[config.mk]
export PLATFORM = sky130hd
export DESIGN_NAME = vga_scan_engine
export DESIGN_NICKNAME = d
export VERILOG_FILES = /design/src/rtl/vga_scan_engine.sv
export SDC_FILE = /design/constraint.sdc
export NUM_CORES = 1
export LEC_CHECK = 0
export CORE_MARGIN = 2
export CORE_UTILIZATION = 50
export CTS_BUF_LIST = sky130_fd_sc_hd__clkbuf_8
export DETAILED_ROUTE_END_ITERATION = 10
export GPL_TIMING_DRIVEN = 1
export MAX_ROUTING_LAYER = met4
export PLACE_DENSITY = 0.86
export SYNTH_ARGS = -nofsm -noshare
export SYNTH_HDL_FRONTEND = slang
export SYNTH_SLANG_ARGS = --single-unit
[constraint.sdc]
create_clock -name clk -period 7.7 [get_ports clk]
set_input_delay 1.155 -clock clk [delete_from_list [all_inputs] [get_ports clk]]
set_output_delay 1.155 -clock clk [all_outputs]
set_load 0.02 [all_outputs]
[src/rtl/vga_scan_engine.sv]
// VGA scan generator: h/v counters, sync/blank timing, framebuffer address
// generation with integer pixel replication, frame-synchronous base switching,
// and a delay pipeline that lines sync/enable up with the returned pixel data.
module vga_scan_engine #(
    parameter int WIDTH      = 12,
    parameter int HSIZE      = 800,
    parameter int HFP        = 856,
    parameter int HSP        = 976,
    parameter int HMAX       = 1040,
    parameter int VSIZE      = 600,
    parameter int VFP        = 637,
    parameter int VSP        = 643,
    parameter int VMAX       = 666,
    parameter int HSPP       = 1,
    parameter int VSPP       = 1,
    parameter int SCALE_LOG2 = 0,
    parameter int RD_LATENCY = 1,
    parameter int ADDR_WIDTH = 20
) (
    input  logic                  clk,
    input  logic                  rst_n,
    input  logic [ADDR_WIDTH-1:0] fb_base,
    output logic                  fb_rd_en,
    output logic [ADDR_WIDTH-1:0] address,
    input  logic [31:0]           data,
    output logic [WIDTH-1:0]      hdata,
    output logic [WIDTH-1:0]      vdata,
    output logic                  hsync,
    output logic                  vsync,
    output logic                  data_enable,
    output logic [7:0]            red,
    output logic [7:0]            green,
    output logic [7:0]            blue,
    output logic                  frame_start
);

    // Total delay from counter value to colour output: address register,
    // memory latency, colour register.
    localparam int L = RD_LATENCY + 2;

    localparam logic [WIDTH-1:0] HSIZE_W = WIDTH'(HSIZE);
    localparam logic [WIDTH-1:0] HFP_W   = WIDTH'(HFP);
    localparam logic [WIDTH-1:0] HSP_W   = WIDTH'(HSP);
    localparam logic [WIDTH-1:0] HLAST_W = WIDTH'(HMAX - 1);
    localparam logic [WIDTH-1:0] VSIZE_W = WIDTH'(VSIZE);
    localparam logic [WIDTH-1:0] VFP_W   = WIDTH'(VFP);
    localparam logic [WIDTH-1:0] VSP_W   = WIDTH'(VSP);
    localparam logic [WIDTH-1:0] VLAST_W = WIDTH'(VMAX - 1);

    // Low vdata bits that must be zero for a line to start a new source row.
    localparam logic [WIDTH-1:0]      SMASK    = WIDTH'((1 << SCALE_LOG2) - 1);
    // Framebuffer words per source row.
    localparam logic [ADDR_WIDTH-1:0] ROW_STEP = ADDR_WIDTH'(HSIZE >> SCALE_LOG2);

    localparam logic HS_ON = (HSPP != 0);
    localparam logic VS_ON = (VSPP != 0);

    typedef struct packed {
        logic hs;
        logic vs;
        logic de;
    } timing_t;

    localparam timing_t STAGE_IDLE = '{hs: ~HS_ON, vs: ~VS_ON, de: 1'b0};

    logic [WIDTH-1:0]      hdata_reg, hdata_next;
    logic [WIDTH-1:0]      vdata_reg, vdata_next;
    logic [ADDR_WIDTH-1:0] row_off_reg, row_off_next;
    logic [ADDR_WIDTH-1:0] base_reg, base_next;
    logic [ADDR_WIDTH-1:0] address_reg, address_next;
    logic                  rd_en_reg;
    logic [23:0]           rgb_reg;
    logic                  h_last;
    logic                  v_last;
    logic                  vis;
    timing_t               raw_timing;
    logic [7:0]            pad_unused;

    assign pad_unused = data[31:24];

    assign h_last = (hdata_reg == HLAST_W);
    assign v_last = (vdata_reg == VLAST_W);
    assign vis    = (hdata_reg < HSIZE_W) && (vdata_reg < VSIZE_W);

    // Counter advance, incremental row offset and frame-boundary base latch.
    always_comb begin
        hdata_next   = hdata_reg + 1'b1;
        vdata_next   = vdata_reg;
        row_off_next = row_off_reg;
        base_next    = base_reg;
        if (h_last) begin
            hdata_next = '0;
            if (v_last) begin
                vdata_next   = '0;
                row_off_next = '0;
                base_next    = fb_base;
            end else begin
                vdata_next = vdata_reg + 1'b1;
                if ((vdata_next & SMASK) == '0) begin
                    row_off_next = row_off_reg + ROW_STEP;
                end
            end
        end
    end

    // Word address for the current counter position; zero outside the visible area.
    always_comb begin
        address_next = '0;
        if (vis) begin
            address_next = base_reg + row_off_reg + ADDR_WIDTH'(hdata_reg >> SCALE_LOG2);
        end
    end

    // Raw sync/enable derived directly from the counters.
    always_comb begin
        raw_timing.hs = ((hdata_reg >= HFP_W) && (hdata_reg < HSP_W)) ? HS_ON : ~HS_ON;
        raw_timing.vs = ((vdata_reg >= VFP_W) && (vdata_reg < VSP_W)) ? VS_ON : ~VS_ON;
        raw_timing.de = vis;
    end

    // Scan state and registered framebuffer request.
    always_ff @(posedge clk or negedge rst_n) begin
        if (!rst_n) begin
            hdata_reg   <= '0;
            vdata_reg   <= '0;
            row_off_reg <= '0;
            base_reg    <= '0;
            address_reg <= '0;
            rd_en_reg   <= 1'b0;
        end else begin
            hdata_reg   <= hdata_next;
            vdata_reg   <= vdata_next;
            row_off_reg <= row_off_next;
            base_reg    <= base_next;
            address_reg <= address_next;
            rd_en_reg   <= vis;
        end
    end

    // Timing delay line, one stage per generate iteration.
    genvar gi;
    generate
        for (gi = 0; gi < L; gi++) begin : g_stage
            timing_t stage_reg;
            timing_t stage_d;
            if (gi == 0) begin : g_head
                assign stage_d = raw_timing;
            end else begin : g_tail
                assign stage_d = g_stage[gi-1].stage_reg;
            end
            // Advance this stage by one clock.
            always_ff @(posedge clk or negedge rst_n) begin
                if (!rst_n) begin
                    stage_reg <= STAGE_IDLE;
                end else begin
                    stage_reg <= stage_d;
                end
            end
        end
    endgenerate

    // Colour register: capture returned data only for visible pixels.
    always_ff @(posedge clk or negedge rst_n) begin
        if (!rst_n) begin
            rgb_reg <= '0;
        end else if (g_stage[L-2].stage_reg.de) begin
            rgb_reg <= data[23:0];
        end else begin
            rgb_reg <= '0;
        end
    end

    assign hdata       = hdata_reg;
    assign vdata       = vdata_reg;
    assign fb_rd_en    = rd_en_reg;
    assign address     = address_reg;
    assign hsync       = g_stage[L-1].stage_reg.hs;
    assign vsync       = g_stage[L-1].stage_reg.vs;
    assign data_enable = g_stage[L-1].stage_reg.de;
    assign red         = rgb_reg[23:16];
    assign green       = rgb_reg[15:8];
    assign blue        = rgb_reg[7:0];
    assign frame_start = rst_n && (hdata_reg == '0) && (vdata_reg == '0);

endmodule

* After elaboration in Yosys (flattened, before gate mapping)
Cells that the tools add are included.
** Storage, ports and cells
- Flip-flop bits (word level) :: 117
- Word-level logic and storage cells :: 43
** Operators by class
- $add $sub $neg :: 5
- $lt $le $gt $ge :: 6
- Equal/unequal tests :: 2
- Muxes and demuxes :: 7
- Reductions and logical operators :: 8
** Operators by type and width (number)
- $lt 12x10->1 const B :: 4
- $mux 20 :: 2
- $add 12x1->12 const B :: 2
- $ge 12x10->1 const B :: 2
- $logic_not 12->1 :: 2
- $mux 12 :: 2
- $mux 24 :: 1
- $add 20x10->20 const B :: 1
- $add 20x12->20 :: 1
- $add 20x20->20 :: 1
- $eq 12x10->1 const B :: 1
- $eq 12x11->1 const B :: 1
- $logic_and 1x1->1 :: 5
- $mux 1 :: 2
- $reduce_and 2->1 :: 1

* Depth between registers and ports, before layout
Gate-level depths: netlist of the first run.
- Word-level depth :: 3
- Depth in mapped cells :: 10
- Mapped depth without buffers :: 8

* Worst setup path before layout of the first run
No wires, ideal clock.
- Path kind :: in2out
- From :: input rst_n
- To :: output frame_start
- Data arrival time :: 2.087 ns
- Required time :: 6.545 ns
- Path slack :: 4.458 ns
- Cell stages on the path :: 4
- Cells stage by stage :: nand2_1 > nor3_1 > nand3_1 > nor4_1
** On the way
- Longest elaborated chain between the ends :: 2
** Ends and longest elaborated chain
- from (decl) :: RTL line 21 : input logic rst_n,
- $logic_and 1x1->1 (2 in a row) :: RTL line 183 : assign frame_start = rst_n && (hdata_reg == '0) && (vdata_reg == '0);
- to (decl) :: RTL line 34 : output logic frame_start
Every way passes these cells.

* Final worst setup path of the first run
Ends and elaborated chain as after synthesis.

==> summary.md, run 1 <==
| Metric | Value |
|---|---|
| FF-to-FF End | base_reg[7]$_DFFE_PN0P_ |
| Cts repair resizes | 0 |
| Critical path type | input pin to output port |
| HPWL after detailed placement | 9620 µm |
| R2R Path Start | hdata[0]$_DFF_PN0_ |
| Drt pass-1 iters | 4 |
| Post-Syn Area | 0.00580 mm² |
| Power Dens Cells | 138 mW/mm² |
| Height of the die | 112 µm |
| Port Buf Inserts | 118 |
| Ant. Diodes | 0 |
| Reg2reg setup slack | 4680 ps |
| Internal | 783 µW |
| Setup_tns | 0 ps |
| Sequential fraction of the synthesis area | 0.484 |
| Placed Cells | 797 |
| Layout Cells excl Fill | 811 |
| Share of cells above drive strength 1 | 0.0494 |
| Worst path arrival time | 3040 ps |
| Class of the worst hold path | register to register |
| Commonest non-fill, non-tap cell in the layout | clkdlybuf4s50_1 |
| Area of the multi-input gates | 0.00282 mm² |
| Startpoint types | input pin |
| RSZ-0062 raised after global routing | false |
| Clock Skew | 11.7 ps |
| Cells after Synth | 555 |
| Starting Density | 0.510 |
| Synthesized area per cell | 10.4 µm² |
| Critical path fanouts, max | 48 |
| Sw frac | 0.214 |
| Clk pwr share | 0.342 |
| Initial antenna violation count | 0 |
| DRT antenna net count | 0 |
| TritonCTS clock tree | built |
| CTS Hold Bufs | 0 |
| Placement Cell Area | 0.00703 mm² |
| Leak | 0.00321 µW |
| Yosys warning count | 0 |
| DR WL/cell | 15.8 µm |
| CP max stage cell | clkdlybuf4s50_1 |
| First-pass GRT wire length | 21,600 µm |
| Peak VDD IR | 0.0000961 V |
| Most frequent cells in the layout | clkdlybuf4s50_1, dfrtp_1, nand2_1 |
| Most used DFF post-synth | dfrtp_1 |
| Seq pwr share | 0.598 |
| WHS Path Cells | 0 |
| Number of H-tree levels | 3 |
| Finish-stage setup viols | 0 |
| Skew-Pair Late Insertion Delay | 380 ps |
| Max-cap violations | 0 |
| Maximum clock path buffer count | 2 |
| GP Congestion | 0.880 |
| Actual slew at the worst max-slew pin | 997 ps |
| Area of the core | 0.0114 mm² |
| Critical path's largest stage delay | 660 ps |
| Status | completed |
| Crit path required time | 6550 ps |
| Net load switching power | 213 µW |
| Sink Count | 112 |
| Total CTS buffers | 9 |
| Final clock period utilization by the worst path | 0.544 |
| Final hold vios | 0 |
| Max_slew headroom | 0.335 |
| Post-Route WL | 12,800 µm |
| Final hold slack | 359 ps |
| Design Area, Final | 0.00722 mm² |
| Endpoint class of the critical path | output port |
| Final Slew Violations | 0 |
| Asr flop ratio synth | 1.00 |
| All-layer global routing usage | 0.220 |
| Unique masters post-synth | 56 |
| Largest register FFs | 24 |
| Comb pwr share | 0.060 |
| Number of synthesized register bits | 112 |
| Die ar. | 0.0125 mm² |
| Top Ports | 127 |
| Critical-path cell list | buf_4 -> nand2_1 -> nor3_1 -> nand3_1 -> nor4_1 -> clkdlybuf4s50_1 |
| Synth Net Count | 653 |
| Post-CTS setup buffer count | 0 |
| Vias in the first global route | 4,422 |
| Grt total ovfl | 0 |
| Largest net degree at the start of global routing | 67 |
| Via count | 4,456 |
| R2R cell count | 6 |
| Layout Nets | 763 |
| Root buffer cell | clkbuf_8 |
| Via density | 5.49 |
| Number of synthesized flops with an enable pin | 0 |
| Max Freq | 239 MHz |
| Post-route DRC | 0 |
| Hold EP | vsync$_DFF_PN0_ |
| Clock slew at reported path FFs | 100 ps |
| Minimum clock period | 4190 ps |
| Row cnt | 39 |
| Worst Setup SP | rst_n |
| Area growth from synthesis to layout | 24.5% |
| Worst hold start | g_stage[1].stage_reg[1]$_DFF_PN0_ |
| Filler cells | 889 |
| Die W | 112 µm |
| DRT iter0 DRCs | 302 |
| Register area | 0.00280 mm² |
==> synthesized netlist by cell type (2+ instances only) <==
| cell | count | area (µm²) |
|---|---|---|
| buf_4 | 2 | 15.0 |
| nor4_1 | 9 | 56.3 |
| o2111ai_1 | 2 | 17.5 |
| nor2_1 | 33 | 124 |
| dfrtp_1 | 112 | 2800 |
| clkbuf_1 | 9 | 33.8 |
| nand3_1 | 17 | 85.1 |
| nand2b_1 | 5 | 31.3 |
| o31ai_1 | 4 | 30.0 |
| a31oi_1 | 4 | 25.0 |
| o211ai_1 | 4 | 30.0 |
| o21a_1 | 2 | 15.0 |
| nand4_1 | 5 | 31.3 |
| and4_1 | 8 | 70.1 |
| buf_6 | 3 | 33.8 |
| buf_2 | 5 | 25.0 |
| o21ai_2 | 6 | 52.6 |
| and3_1 | 8 | 50.1 |
| fa_1 | 8 | 160 |
| xor2_1 | 12 | 105 |
| a21oi_1 | 19 | 95.1 |
| a21boi_0 | 3 | 22.5 |
| and2_1 | 33 | 206 |
| nor3_1 | 11 | 55.1 |
| a211oi_1 | 3 | 22.5 |
| o21bai_1 | 2 | 15.0 |
| xnor2_1 | 21 | 184 |
| o21ai_0 | 19 | 95.1 |
| inv_1 | 10 | 37.5 |
| ha_1 | 36 | 450 |
| a21o_1 | 15 | 113 |
| nand2_1 | 88 | 330 |
| nor2b_1 | 3 | 18.8 |
| nor3b_1 | 4 | 30.0 |
| or3_1 | 4 | 25.0 |
| mux2i_1 | 3 | 30.0 |
| o31ai_2 | 4 | 50.1 |
==> per-stage QoR <==
step / util / setup WS, ps / power [µW]
3_5_place_dp: 0.619 / 3550 / 669
2_1_floorplan: - / 4460 / 620
3_3_place_gp: 0.619 / 3580 / 667
6_report: 0.635 / 3510 / 996
4_1_cts: 0.635 / 3470 / 1000
5_1_grt: 0.635 / 3360 / 1030
==> final cells by class <==
cell class,instances,area share
timing repair buffer,119,0.164
multi-input combinational,412,0.391
clock inverter,4,0.00659
tap,143,0.0248
inverter,11,0.00572
clock buffer,10,0.0191
sequential,112,0.388
==> routing by layer <==
layer / part of all wire / global-route usage
met1: 0.43 / 0.275
met2: 0.49 / 0.356
met3: 0.061 / 0.0414
met4: 0.019 / 0.0856
met5: 0 / -
==> critical path, delay by kind of cell <==
family	cells	cell delay [ps]
buffers and inverters	2	1130
AND/OR/NAND/NOR	4	730
==> kinds of logic after synthesis <==
| family | after synthesis | share of synthesized area |
|---|---|---|
| and+or+nand+nor | 237 | 0.213 |
| DFF | 112 | 0.484 |
| AOI/OAI and AO/OA | 95 | 0.114 |
| adders and majority gates | 44 | 0.105 |
| xor gates and xnor gates | 33 | 0.0499 |
| buffers and inverters | 31 | 0.0291 |
| muxes | 3 | 0.00518 |
==> power by group through the flow <==
stage	logic [µW]	clock network [µW]	registers (µW)
finish	60.1	340	595
detailed placement	61.3	0	607
global placement	60.5	0	607
floorplan	4.36	0	616
CTS	61.6	345	595
global route	65.4	366	596
==> worst max path at each step <==
stage,to,depth (start not counted)
4_1_cts,frame_start,6
3_3_place_gp,frame_start,6
3_5_place_dp,frame_start,6
6_report,frame_start,6
2_1_floorplan,frame_start,4
5_1_grt,frame_start,6
(Power assumes the default switching activity.)
==> inputs of run 2 (changes only) <==
--- a/config.mk
+++ b/config.mk
@@ -6,7 +6,7 @@
 export NUM_CORES = 1
 export LEC_CHECK = 0
 export CORE_MARGIN = 2
-export CORE_UTILIZATION = 50
+export CORE_UTILIZATION = 48
 export CTS_BUF_LIST = sky130_fd_sc_hd__clkbuf_8
 export DETAILED_ROUTE_END_ITERATION = 10
 export GPL_TIMING_DRIVEN = 1
==> constraint.sdc (replaced) <==
create_clock -name clk -period 3.6 [get_ports clk]
set_input_delay 0.54 -clock clk [delete_from_list [all_inputs] [get_ports clk]]
set_output_delay 0.54 -clock clk [all_outputs]
set_load 0.02 [all_outputs]
==> summary.md, run 2 (synthesized netlist as in run 1, its figures left out) <==
| Metric | Value |
|---|---|
| Number of H-tree levels | 3 (unchanged) |
| Register area | 0.00280 mm² (unchanged) |
| CP max stage cell | clkdlybuf4s50_1 |
| Final hold vios | 0 (unchanged) |
| RSZ-0062 raised after global routing | false |
| Seq pwr share | 0.590 (-0.008) |
| TritonCTS clock tree | built |
| Critical-path cell list | or3_1 -> or3_1 -> nor4_1 -> clkdlybuf4s50_1 |
| Endpoint class of the critical path | output port |
| Comb pwr share | 0.060 (about the same) |
| HPWL after detailed placement | 9670 µm (+0.55%) |
| Crit path depth | 4 (-2) |
| Port Buf Inserts | 118 (unchanged) |
| Critical path fanouts, max | 5 (-90%) |
| Finish-stage setup viols | 0 (unchanged) |
| Buffers and inverters on the worst path | 1 (-1) |
| Height of the die | 114 µm (+2.0%) |
| DRT antenna net count | 0 (unchanged) |
| Die W | 114 µm (+2.0%) |
| Initial antenna violation count | 0 (unchanged) |
| Total CTS buffers | 9 (unchanged) |
| Sink Count | 112 (unchanged) |
| Clock Skew | 9.73 ps (-1.97 ps) |
| Critical path type | register to output port |
| Internal | 1700 µW (+120%) |
| Worst path arrival time | 2660 ps (-380 ps) |
| DRT iter0 DRCs | 328 (+8.6%) |
| Most frequent cells in the layout | clkdlybuf4s50_1, dfrtp_1, nand2_1 |
| Post-Route WL | 13,000 µm (+1.6%) |
| Skew-Pair Late Insertion Delay | 390 ps (about the same) |
| Maximum clock path buffer count | 2 (unchanged) |
| Critical path's largest stage delay | 660 ps (about the same) |
| Startpoint types | register |
| Post-CTS setup buffer count | 0 (unchanged) |
| Most frequent CP cell | or3_1 |
| Crit-path leading delay family | simple AND/OR/NAND/NOR gates |
| Crit path required time | 3060 ps (-3490 ps) |
| Minimum clock period | 3200 ps |
| Commonest non-fill, non-tap cell in the layout | clkdlybuf4s50_1 |
| Grt total ovfl | 0 (unchanged) |
| Largest register FFs | 24 (unchanged) |
| Max_slew headroom | 0.455 (+0.120) |
| DR WL/cell | 15.8 µm (+0.28%) |
| Max Freq | 313 MHz |
| Class of the worst hold path | input pin to async pin |
| Filler cells | 941 (+5.8%) |
| Clock slew at reported path FFs | 100 ps (about the same) |
| Leak | 0.00325 µW (+1.2%) |
| Share of cells above drive strength 1 | 0.0578 (+0.00838) |
| Status | completed |
| R2R cell count | 8 (+2) |
| Via density | 5.54 (+0.90%) |
| Via count | 4,557 (+2.3%) |
| R2R Path Start | hdata[1]$_DFF_PN0_ |
| Area of the multi-input gates | 0.00282 mm² (unchanged) |
| All-layer global routing usage | 0.215 (-0.00504) |
| Drt pass-1 iters | 5 (+1) |
| Clk pwr share | 0.350 (+0.008) |
| Die ar. | 0.0130 mm² (+4.0%) |
| Reg2reg setup slack | 700 ps (-3980 ps) |
| Setup_tns | 0 ps (unchanged) |
| Root buffer cell | clkbuf_8 |
| Area growth from synthesis to layout | 25.5% |
| Final Slew Violations | 0 (unchanged) |
| Largest net degree at the start of global routing | 66 (-1.5%) |
| Actual slew at the worst max-slew pin | 817 ps (-180 ps) |
| Vias in the first global route | 4,575 (+3.5%) |
| FF-to-FF End | address[19]$_DFF_PN0_ |
| Sw frac | 0.214 (+0.000288) |
| Max-cap violations | 0 (unchanged) |
| Ant. Diodes | 0 (unchanged) |
| First-pass GRT wire length | 21,300 µm (-1.5%) |
| Area of the core | 0.0119 mm² (+4.8%) |
| Starting Density | 0.487 (-0.0232) |
| Final clock period utilization by the worst path | 0.889 |
| Design Area, Final | 0.00727 mm² (+0.78%) |
| CTS Hold Bufs | 0 (unchanged) |
| Power Dens Cells | 297 mW/mm² (+120%) |
| Placement Cell Area | 0.00708 mm² (+0.60%) |
| Cts repair resizes | 0 (unchanged) |
| Layout Nets | 768 (+0.66%) |
| Row cnt | 40 (+2.6%) |
| Net load switching power | 463 µW (+120%) |
| Peak VDD IR | 0.000156 V (+63%) |
| GP Congestion | 0.911 (+3.5%) |
| Post-route DRC | 0 (unchanged) |
| Top Ports | 127 (unchanged) |
[run 2: metal layers]
metal  vias up  track usage  part of all wire
li1       2162            -                 -
met1      2187        0.259              0.43
met2       187        0.352              0.48
met3        21       0.0361             0.065
met4         0        0.104             0.024
met5         -            -                 0
[run 2: how the worst max path moves through the flow]
| stage | start | endpoint |
|---|---|---|
| floorplan | hdata[11]$_DFF_PN0_ | address[17]$_DFF_PN0_ |
| CTS | vdata[5]$_DFFE_PN0N_ | frame_start |
| global route | vdata[6]$_DFFE_PN0N_ | frame_start |
| global placement | vdata[5]$_DFFE_PN0N_ | frame_start |
| finish | vdata[6]$_DFFE_PN0N_ | frame_start |
| detailed placement | vdata[5]$_DFFE_PN0N_ | frame_start |
[run 2: area by class of cell]
class | count | area share
inverter | 11 | 0.00568
sequential | 112 | 0.385
multi-input combinational | 412 | 0.388
clock buffer | 11 | 0.0208
clock inverter | 5 | 0.00654
tap | 147 | 0.0253
timing repair buffer | 124 | 0.168
[run 2: power by group through the flow]
stage,Sequential [µW],Combinational (µW),Clock (µW)
2_1_floorplan,1320,9.32,0
6_report,1270,130,755
4_1_cts,1270,133,773
3_3_place_gp,1300,131,0
3_5_place_dp,1300,132,0
5_1_grt,1280,141,816
[run 2: stage by stage]
stage                     worst slack [ps]  hold WS [ps]  std cells  total power [µW]   util
final                                  401           266        822              2160  0.611
after global routing                   260           313        822              2230  0.611
after CTS                              362           279        822              2180  0.611
after detailed placement               803           342        806              1430  0.594
after global placement                 845           333        806              1430  0.594
after floorplan                       1030           244        555              1330      -
[run 2: worst reg2reg max path, stage by stage (launching register included)]
cell	delay [ps]
dfrtp_1	450
ha_1	330
ha_1	240
fa_1	440
a211oi_1	410
o211ai_1	230
and4_1	270
nor4_1	310
nor3b_1	100
